===== config.mk =====
export PLATFORM = sky130hd
export DESIGN_NAME = sram_port_arbiter
export DESIGN_NICKNAME = d
export VERILOG_FILES = /design/src/rtl/sram_port_arbiter.sv
export SDC_FILE = /design/constraint.sdc
export NUM_CORES = 1
export LEC_CHECK = 0
export CAP_MARGIN = 20
export CORE_AREA = 2 2 133 135
export DETAILED_ROUTE_END_ITERATION = 8
export DIE_AREA = 0 0 135 137
export MAX_ROUTING_LAYER = met4
export PLACE_DENSITY = 0.65
export SLEW_MARGIN = 15
export SYNTH_ARGS = -nofsm -noshare
export SYNTH_HDL_FRONTEND = slang
export SYNTH_SLANG_ARGS = --single-unit

===== constraint.sdc =====
create_clock -name clk -period 3 [get_ports clk]
set_input_delay 0.3 -clock clk [delete_from_list [all_inputs] [get_ports clk]]
set_output_delay 0.3 -clock clk [all_outputs]
set_load 0.01 [all_outputs]

===== src/rtl/sram_port_arbiter.sv =====
// rtl/sram_port_arbiter.sv - two-requester arbiter for a single-port SRAM macro
// Round-robin or starvation-bounded m1 priority; 1-cycle read return steering.
module sram_port_arbiter #(
   parameter int BUS_WIDTH  = 32,
   parameter int DATA_WIDTH = 32,
   parameter int PRIO_MODE  = 0,
   parameter int MAX_STREAK = 4
) (
   input  logic                    clk,
   input  logic                    resetn,
   input  logic                    m0_req,
   input  logic                    m0_we,
   input  logic [BUS_WIDTH-1:0]    m0_addr,
   input  logic [DATA_WIDTH-1:0]   m0_wdata,
   input  logic [DATA_WIDTH/8-1:0] m0_wstrb,
   output logic                    m0_gnt,
   output logic                    m0_rvalid,
   output logic [DATA_WIDTH-1:0]   m0_rdata,
   input  logic                    m1_req,
   input  logic                    m1_we,
   input  logic [BUS_WIDTH-1:0]    m1_addr,
   input  logic [DATA_WIDTH-1:0]   m1_wdata,
   input  logic [DATA_WIDTH/8-1:0] m1_wstrb,
   output logic                    m1_gnt,
   output logic                    m1_rvalid,
   output logic [DATA_WIDTH-1:0]   m1_rdata,
   output logic [BUS_WIDTH-1:0]    ram_raddr,
   output logic                    ram_ren,
   output logic [BUS_WIDTH-1:0]    ram_waddr,
   output logic [DATA_WIDTH-1:0]   ram_wdata,
   output logic [DATA_WIDTH/8-1:0] ram_wen,
   input  logic [DATA_WIDTH-1:0]   ram_rdata
);

   localparam logic [3:0] MAX_S = 4'(MAX_STREAK);

   logic       last_gnt_q, last_gnt_d;   // 1 = m1 was granted last
   logic [3:0] streak_q, streak_d;
   logic       rd_valid_q, rd_valid_d;
   logic       rd_owner_q, rd_owner_d;   // 1 = read belongs to m1

   logic                    any_req;
   logic                    contend;
   logic                    sel_m1;
   logic                    win_we;
   logic [BUS_WIDTH-1:0]    win_addr;
   logic [DATA_WIDTH-1:0]   win_wdata;
   logic [DATA_WIDTH/8-1:0] win_wstrb;

   always_comb begin
      any_req    = 1'b0;
      contend    = 1'b0;
      sel_m1     = 1'b0;
      m0_gnt     = 1'b0;
      m1_gnt     = 1'b0;
      ram_ren    = 1'b0;
      ram_raddr  = '0;
      ram_wen    = '0;
      ram_waddr  = '0;
      ram_wdata  = '0;
      last_gnt_d = last_gnt_q;
      streak_d   = streak_q;
      rd_valid_d = 1'b0;
      rd_owner_d = rd_owner_q;

      // Grants are held low while reset is asserted so the SRAM sees no strobes.
      any_req = resetn & (m0_req | m1_req);
      contend = resetn & m0_req & m1_req;

      if (contend) begin
         if (PRIO_MODE == 0) sel_m1 = ~last_gnt_q;
         else                sel_m1 = (streak_q != MAX_S);
      end else begin
         sel_m1 = m1_req;
      end

      m0_gnt = any_req & ~sel_m1;
      m1_gnt = any_req & sel_m1;

      win_we    = sel_m1 ? m1_we    : m0_we;
      win_addr  = sel_m1 ? m1_addr  : m0_addr;
      win_wdata = sel_m1 ? m1_wdata : m0_wdata;
      win_wstrb = sel_m1 ? m1_wstrb : m0_wstrb;

      if (any_req) begin
         if (win_we) begin
            ram_wen   = win_wstrb;
            ram_waddr = win_addr;
            ram_wdata = win_wdata;
         end else begin
            ram_ren   = 1'b1;
            ram_raddr = win_addr;
         end
         last_gnt_d = sel_m1;
         rd_valid_d = ~win_we;
         rd_owner_d = sel_m1;
      end

      // Streak only counts m1 wins that actually starved a waiting m0.
      if (PRIO_MODE != 0) begin
         if (!m0_req || m0_gnt)     streak_d = 4'd0;
         else if (contend && m1_gnt) streak_d = streak_q + 4'd1;
      end else begin
         streak_d = 4'd0;
      end

      m0_rvalid = rd_valid_q & ~rd_owner_q;
      m1_rvalid = rd_valid_q &  rd_owner_q;
      m0_rdata  = m0_rvalid ? ram_rdata : '0;
      m1_rdata  = m1_rvalid ? ram_rdata : '0;
   end

   always_ff @(posedge clk or negedge resetn) begin
      if (!resetn) begin
         last_gnt_q <= 1'b1;
         streak_q   <= 4'd0;
         rd_valid_q <= 1'b0;
         rd_owner_q <= 1'b0;
      end else begin
         last_gnt_q <= last_gnt_d;
         streak_q   <= streak_d;
         rd_valid_q <= rd_valid_d;
         rd_owner_q <= rd_owner_d;
      end
   end

endmodule


==> qor.yml, run 1 <==
run_status:
  status: "complete, no violations"
timing:
  worst_pin_slew_ns: 0.4665
  hold_viol_final: 0
  layout_setup_ws_ns: 0.3058
  finClkSkew_ns: 0.0004200
  min_period_over_period_pct: 89.81
  drv_slew: 0
  final-setup-viol-count: 0
  relSlewSlack_pct: 68.90
  rsz0062_at_grt: "false"
  fmax_mhz: 371.2
  tns_ns: 0
  whs_ns: 0.1746
  min_period_ns: 2.694
synth:
  synth_area_leader_cell: "o211a_1"
  synth_nets: 627
  ys.warnings.count: 0
  syn_area_per_cell_sq_um: 6.488
  synth_xor_area_share_pct: 0
  synth_top_family_by_area: "simple AND/OR/NAND/NOR gates"
  synth_top_area_share_pct: 10.90
  synth-seq-cells: 3
  synth-compound-area-share_pct: 29.84
  synth_common_cells: "nor3_1, nand3_1, and2_1, and3_1, nand2_1"
  synthesis.area_sq_mm: 0.002939
  synth_adder_area_share_pct: 0
  synthMostInstantiatedCell: "nor3_1"
  synth_mux_area_share_pct: 0
  syn_inst: 453
  ys_top_cells_by_area: "o211a_1, nor3_2, and2_1, and3_1, nand2b_1"
  synth.distinct_cells: 30
  yosys.area_share.simple_pct: 55.21
  synth-edff-count: 0
  synthArstFlopShare_pct: 100.0
  synth_ff_type: "dfrtp_1"
  synth.yosys.seq_area_share_pct: 2.597
placement:
  io_buffers: 342
  dp_hpwl_mm: 12.34
  dp_slack_ns: 0.5285
  place_congestion: 0.8356
cts:
  cts.path.max_buffers: 2
  cts_buffers: 3
  clk_pin_slew_worst_paths_ns: 0.03
  clockRootBuffer: "clkbuf_16"
  cts_tree: "yes"
  cts.sinks: 3
  h-tree-depth: 1
  clock_latency_ns: 0.22
die:
  coreArea_sq_mm: 0.01706
  num_rows: 48
  design.die.area_sq_mm: 0.01850
  start_util_pct: 17.23
  ioPinCount: 343
  chipWidth_microns: 135
  die_h_microns: 137
hold_path:
  holdCritPathClass: "in -> async"
pwr:
  internal_power_mw: 0.7734
  power.switching_mw: 0.5221
  seqPwrFrac_pct: 4.3
  p_leak_nw: 2.444
  vdd_drop_max_v: 0.0001873
  comb_power_share_pct: 79.6
  cellPowerDensity_mw_per_mm2: 194.8
  p_sw_share_pct: 40.30
  clockPowerShare_pct: 16.1
  power.total_mw: 1.296
critical_path:
  cp_max_fo: 28
  endpoint_kind: "output pin"
  critPathKind: "reg -> out"
  max_stage_delay_ns: 0.57
  crit_slowest_cell: "dfstp_2"
  crit_chain: "buf_4, buf_4, nand4_1, o211a_1, nor3_1, clkdlybuf4s50_1"
  r2r_start: "last_gnt_q$_DFFE_PN1P_"
  required_ns: 2.70
  critPathLaunchType: "register"
  rr_worst_depth: 4
  crit_path_frequent_cell: "buf_4"
  reg2reg_to: "rd_valid_q$_DFF_PN0_"
  r2r_slack_ns: 1.61
  cp.arrival_ns: 2.39
routing:
  first_pass_iters: 5
  detail-route-antenna-nets: 0
  vias_per_cell: 4.749
  drc_errors: 0
  first_iter_violations: 235
  wl_mm: 16.18
  via_count: 4654
  wl_per_cell_microns: 16.51
global_route:
  grt_overflow: 0
  grtUsageTotal_pct: 16.63
  grt_pass1_vias: 4371
  grt_pass1_wl_mm: 24.21
  grt_antenna_before_repair: 0
  grt_max_degree: 56
finish:
  drive_above_1_share_pct: 9.669
  n_antenna_cell: 0
  finalNetCount: 930
  fin_util_pct: 38.99
  synthToLayoutAreaGrowth_pct: 126.3
job:
  max_cap_violations: 0
## layout by cell type (no fill, tap or decap), types with 14 or more instances in the layout
master and instances:
nor3_2 27, a211oi_1 26, nand4_1 32, and2_1 34
nand2_1 33, buf_4 14, o211a_1 32, and3_1 32
nand2b_1 32, o21ai_0 26, nor3_1 37, nand3_1 36
clkdlybuf4s50_1 339
## worst max path at each step
stage / to / cells past startpoint / slack [ns] / start
finish: ram_raddr[0] / 6 / 0.31 / last_gnt_q$_DFFE_PN1P_
global route: ram_raddr[12] / 6 / 0.15 / last_gnt_q$_DFFE_PN1P_
CTS: ram_raddr[0] / 6 / 0.29 / last_gnt_q$_DFFE_PN1P_
detailed placement: ram_wdata[20] / 6 / 0.53 / m0_we
global placement: ram_wdata[17] / 6 / 0.52 / m0_we
floorplan: ram_wdata[22] / 6 / 1.18 / last_gnt_q$_DFFE_PN1P_
## cell type report
class | count | area (sq um)
well taps | 225 | 281.5
fillers | 1779 | 10410
multi-input cells | 379 | 2512
repair buffers | 365 | 3684
inverters | 4 | 17.52
clock buffers | 4 | 78.83
flip-flops and latches | 3 | 76.32
## critical path: cells and delay by family (launching register included)
kind / cells / cell delay (ns)
AO/OA/AOI/OAI: 1 / 0.19
flip-flops: 1 / 0.57
buffers and inverters: 3 / 1.06
AND/OR/NAND/NOR: 2 / 0.33
## power groups by stage
stage / sequential, mW / clock, mW / combinational [mW]
floorplan: 0.0533 / 0 / 0.474
global placement: 0.0548 / 0 / 1.03
detailed placement: 0.0553 / 0 / 1.03
CTS: 0.0551 / 0.213 / 1.04
global route: 0.0565 / 0.220 / 1.11
finish: 0.0552 / 0.209 / 1.03
## metal layers
layer	global-route usage [%]	wire length [microns]
met5	-	0
met4	1.910	112
met3	2.519	1116
met2	28.93	7991
met1	21.05	6955
## flip-flops by register name, summed over array words and instances, names as in the netlist
register,cells
rd_owner_q,1
last_gnt_q,1
rd_valid_q,1
## timing repair
| action | CTS | global route |
|---|---|---|
| buffers inserted | 0 | 0 |
| hold buffers | 1 | 0 |
| endpoints found under the hold margin | 2 | 0 |
| resized for setup | 0 | 0 |
## cell families (layout without fill, tap and decap cells)
| logic type | after synthesis | after routing |
|---|---|---|
| simple gates | 270 | 270 |
| compound gates | 109 | 109 |
| buf+inv | 71 | 373 |
| flops | 3 | 3 |
## metrics by stage
stage	cells	instance area, sq um
final	980	6650
after global routing	980	6650
after CTS	980	6650
after detailed placement	975	6561
after global placement	975	6561
after floorplan	453	2939
Note: power is estimated with default switching activity, not from simulation.
==> run 2: changes to the inputs <==
clock period = 2.5 ns   (was 3 ns; I/O delays follow)
==> run 2 against run 1 <==
Effect of this change: final cell count grew 0.20%; flip-flop and latch count is the same; die area is the same; clock skew is essentially flat; via count grew 0.75%; register-to-register slack lost 0.51 ns; count of clock-buffer cells in the layout is the same; total power grew 21%; critical endpoint is now ram_raddr[9]; highest routed layer unchanged.
==> qor.yml, run 2 (synthesis gave the netlist of run 1 again) <==
pwr:
  clockPowerShare_pct: 16.1
  internal_power_mw: 0.9332
  seqPwrFrac_pct: 4.3
  comb_power_share_pct: 79.5
  power.switching_mw: 0.6341
  p_leak_nw: 2.800
  power.total_mw: 1.567
  vdd_drop_max_v: 0.0001545
  p_sw_share_pct: 40.46
  cellPowerDensity_mw_per_mm2: 232.6
finish:
  n_antenna_cell: 0
  top_regs: "last_gnt_q (1), rd_owner_q (1), rd_valid_q (1)"
  fillCellCount: 1790
  synthToLayoutAreaGrowth_pct: 129.2
  finalNetCount: 932
  fin_util_pct: 39.50
  drive_above_1_share_pct: 9.908
  final_cell_mix: "clkdlybuf4s50_1, nor3_1, nand3_1"
  layout_commonest_cell: "clkdlybuf4s50_1"
cts:
  cts_tree: "yes"
  clockRootBuffer: "clkbuf_16"
  cts.path.max_buffers: 2
  clk_pin_slew_worst_paths_ns: 0.03
  clock_latency_ns: 0.22
  h-tree-depth: 1
  post-cts-setup-buffers: 0
  cts.sinks: 3
  cts_buffers: 3
placement:
  io_buffers: 342
  place_congestion: 0.8709
  dp_hpwl_mm: 12.40
global_route:
  grt_antenna_before_repair: 0
  grt_pass1_vias: 4419
  grtUsageTotal_pct: 17.02
  grt_overflow: 0
  grt_pass1_wl_mm: 24.68
  grt_max_degree: 63
critical_path:
  r2r_start: "last_gnt_q$_DFFE_PN1P_"
  cp.arrival_ns: 2.18
  r2r_slack_ns: 1.10
  endpoint: "ram_raddr[9]"
  cp_max_fo: 27
  rr_worst_depth: 4
  critPathKind: "reg -> out"
  reg2reg_to: "rd_valid_q$_DFF_PN0_"
  max_stage_delay_ns: 0.61
  crit_chain: "buf_8, nand4_1, o211a_1, nor3_1, clkdlybuf4s50_1"
  critPathLaunchType: "register"
  required_ns: 2.25
  endpoint_kind: "output pin"
  cp-startpoint: "last_gnt_q$_DFFE_PN1P_"
  crit_slowest_cell: "clkdlybuf4s50_1"
die:
  die_h_microns: 137
  coreArea_sq_mm: 0.01706
  start_util_pct: 17.23
  ioPinCount: 343
  design.die.area_sq_mm: 0.01850
  chipWidth_microns: 135
  num_rows: 48
routing:
  wl_mm: 16.68
  first_pass_iters: 4
  vias_per_cell: 4.775
  first_iter_violations: 274
  via_count: 4689
  drc_errors: 0
  detail-route-antenna-nets: 0
  wl_per_cell_microns: 16.98
timing:
  hold_viol_final: 0
  relSlewSlack_pct: 75.54
  rsz0062_at_grt: "true"
  drv_slew: 0
  min_period_over_period_pct: 97.34
  fmax_mhz: 410.9
  worst_pin_slew_ns: 0.3669
  min_period_ns: 2.434
  tns_ns: 0
  final-setup-viol-count: 0
  finClkSkew_ns: 0.0003802
job:
  max_cap_violations: 0
hold_path:
  holdCritPathClass: "in -> async"
run_status:
  status: "complete, no violations"
## run 2: worst min-delay path by stage
stage / startpoint / to / slack [ns]
6_report: resetn / rd_valid_q$_DFF_PN0_ / 0.07
3_3_place_gp: resetn / rd_owner_q$_DFFE_PN0P_ / 0.23
3_5_place_dp: resetn / rd_owner_q$_DFFE_PN0P_ / 0.22
4_1_cts: resetn / rd_valid_q$_DFF_PN0_ / 0.07
2_1_floorplan: resetn / rd_owner_q$_DFFE_PN0P_ / -0.05
5_1_grt: resetn / rd_valid_q$_DFF_PN0_ / 0.09
## run 2: repair_timing
action	in CTS	in global routing
endpoints found under the setup margin	10	66
gates resized for setup	9	20
cloned	0	1
hold buffers	1	0
hold endpoints to repair	1	0
## run 2: final cells by class
type	count	area, sq um	area share, %
timing repair buffer	367	3767	55.91
multi-input combinational	379	2516	37.34
tap	225	281.5	4.178
clock buffer	4	78.83	1.170
sequential	3	76.32	1.133
inverter	4	17.52	0.2600
## run 2: worst max-delay path, delay by kind of cell, from the launching register on
kind	cells	cell delay (ns)
buffers and inverters	2	0.84
AO/OA/AOI/OAI	1	0.17
flip-flops	1	0.60
AND/OR/NAND/NOR	2	0.34
## run 2: routing by layer
layer / GRT usage, % / routed length [microns] / vias up
met3: 2.519 / 1188 / 16
met4: 3.646 / 235 / 0
met5: - / 0 / -
met1: 21.47 / 6895 / 2152
met2: 28.91 / 8356 / 229
li1: - / - / 2292
## run 2: power by group through the flow
stage / Clock, mW / Combinational, mW / Sequential [mW]
final: 0.253 / 1.25 / 0.0681
after global routing: 0.263 / 1.34 / 0.0693
after CTS: 0.257 / 1.24 / 0.0668
after detailed placement: 0 / 1.24 / 0.0674
after global placement: 0 / 1.24 / 0.0663
after floorplan: 0 / 0.568 / 0.0640
## run 2: per-stage QoR
stage,setup WS (ns),hold slack (ns),instance area [sq um],instances
global route,-0.02026,0.09422,6738,982
global placement,0.2547,0.2267,6581,976
CTS,-0.009181,0.06930,6659,981
detailed placement,0.1950,0.2196,6581,976
finish,0.06641,0.06700,6738,982
floorplan,0.7303,-0.04559,2939,453
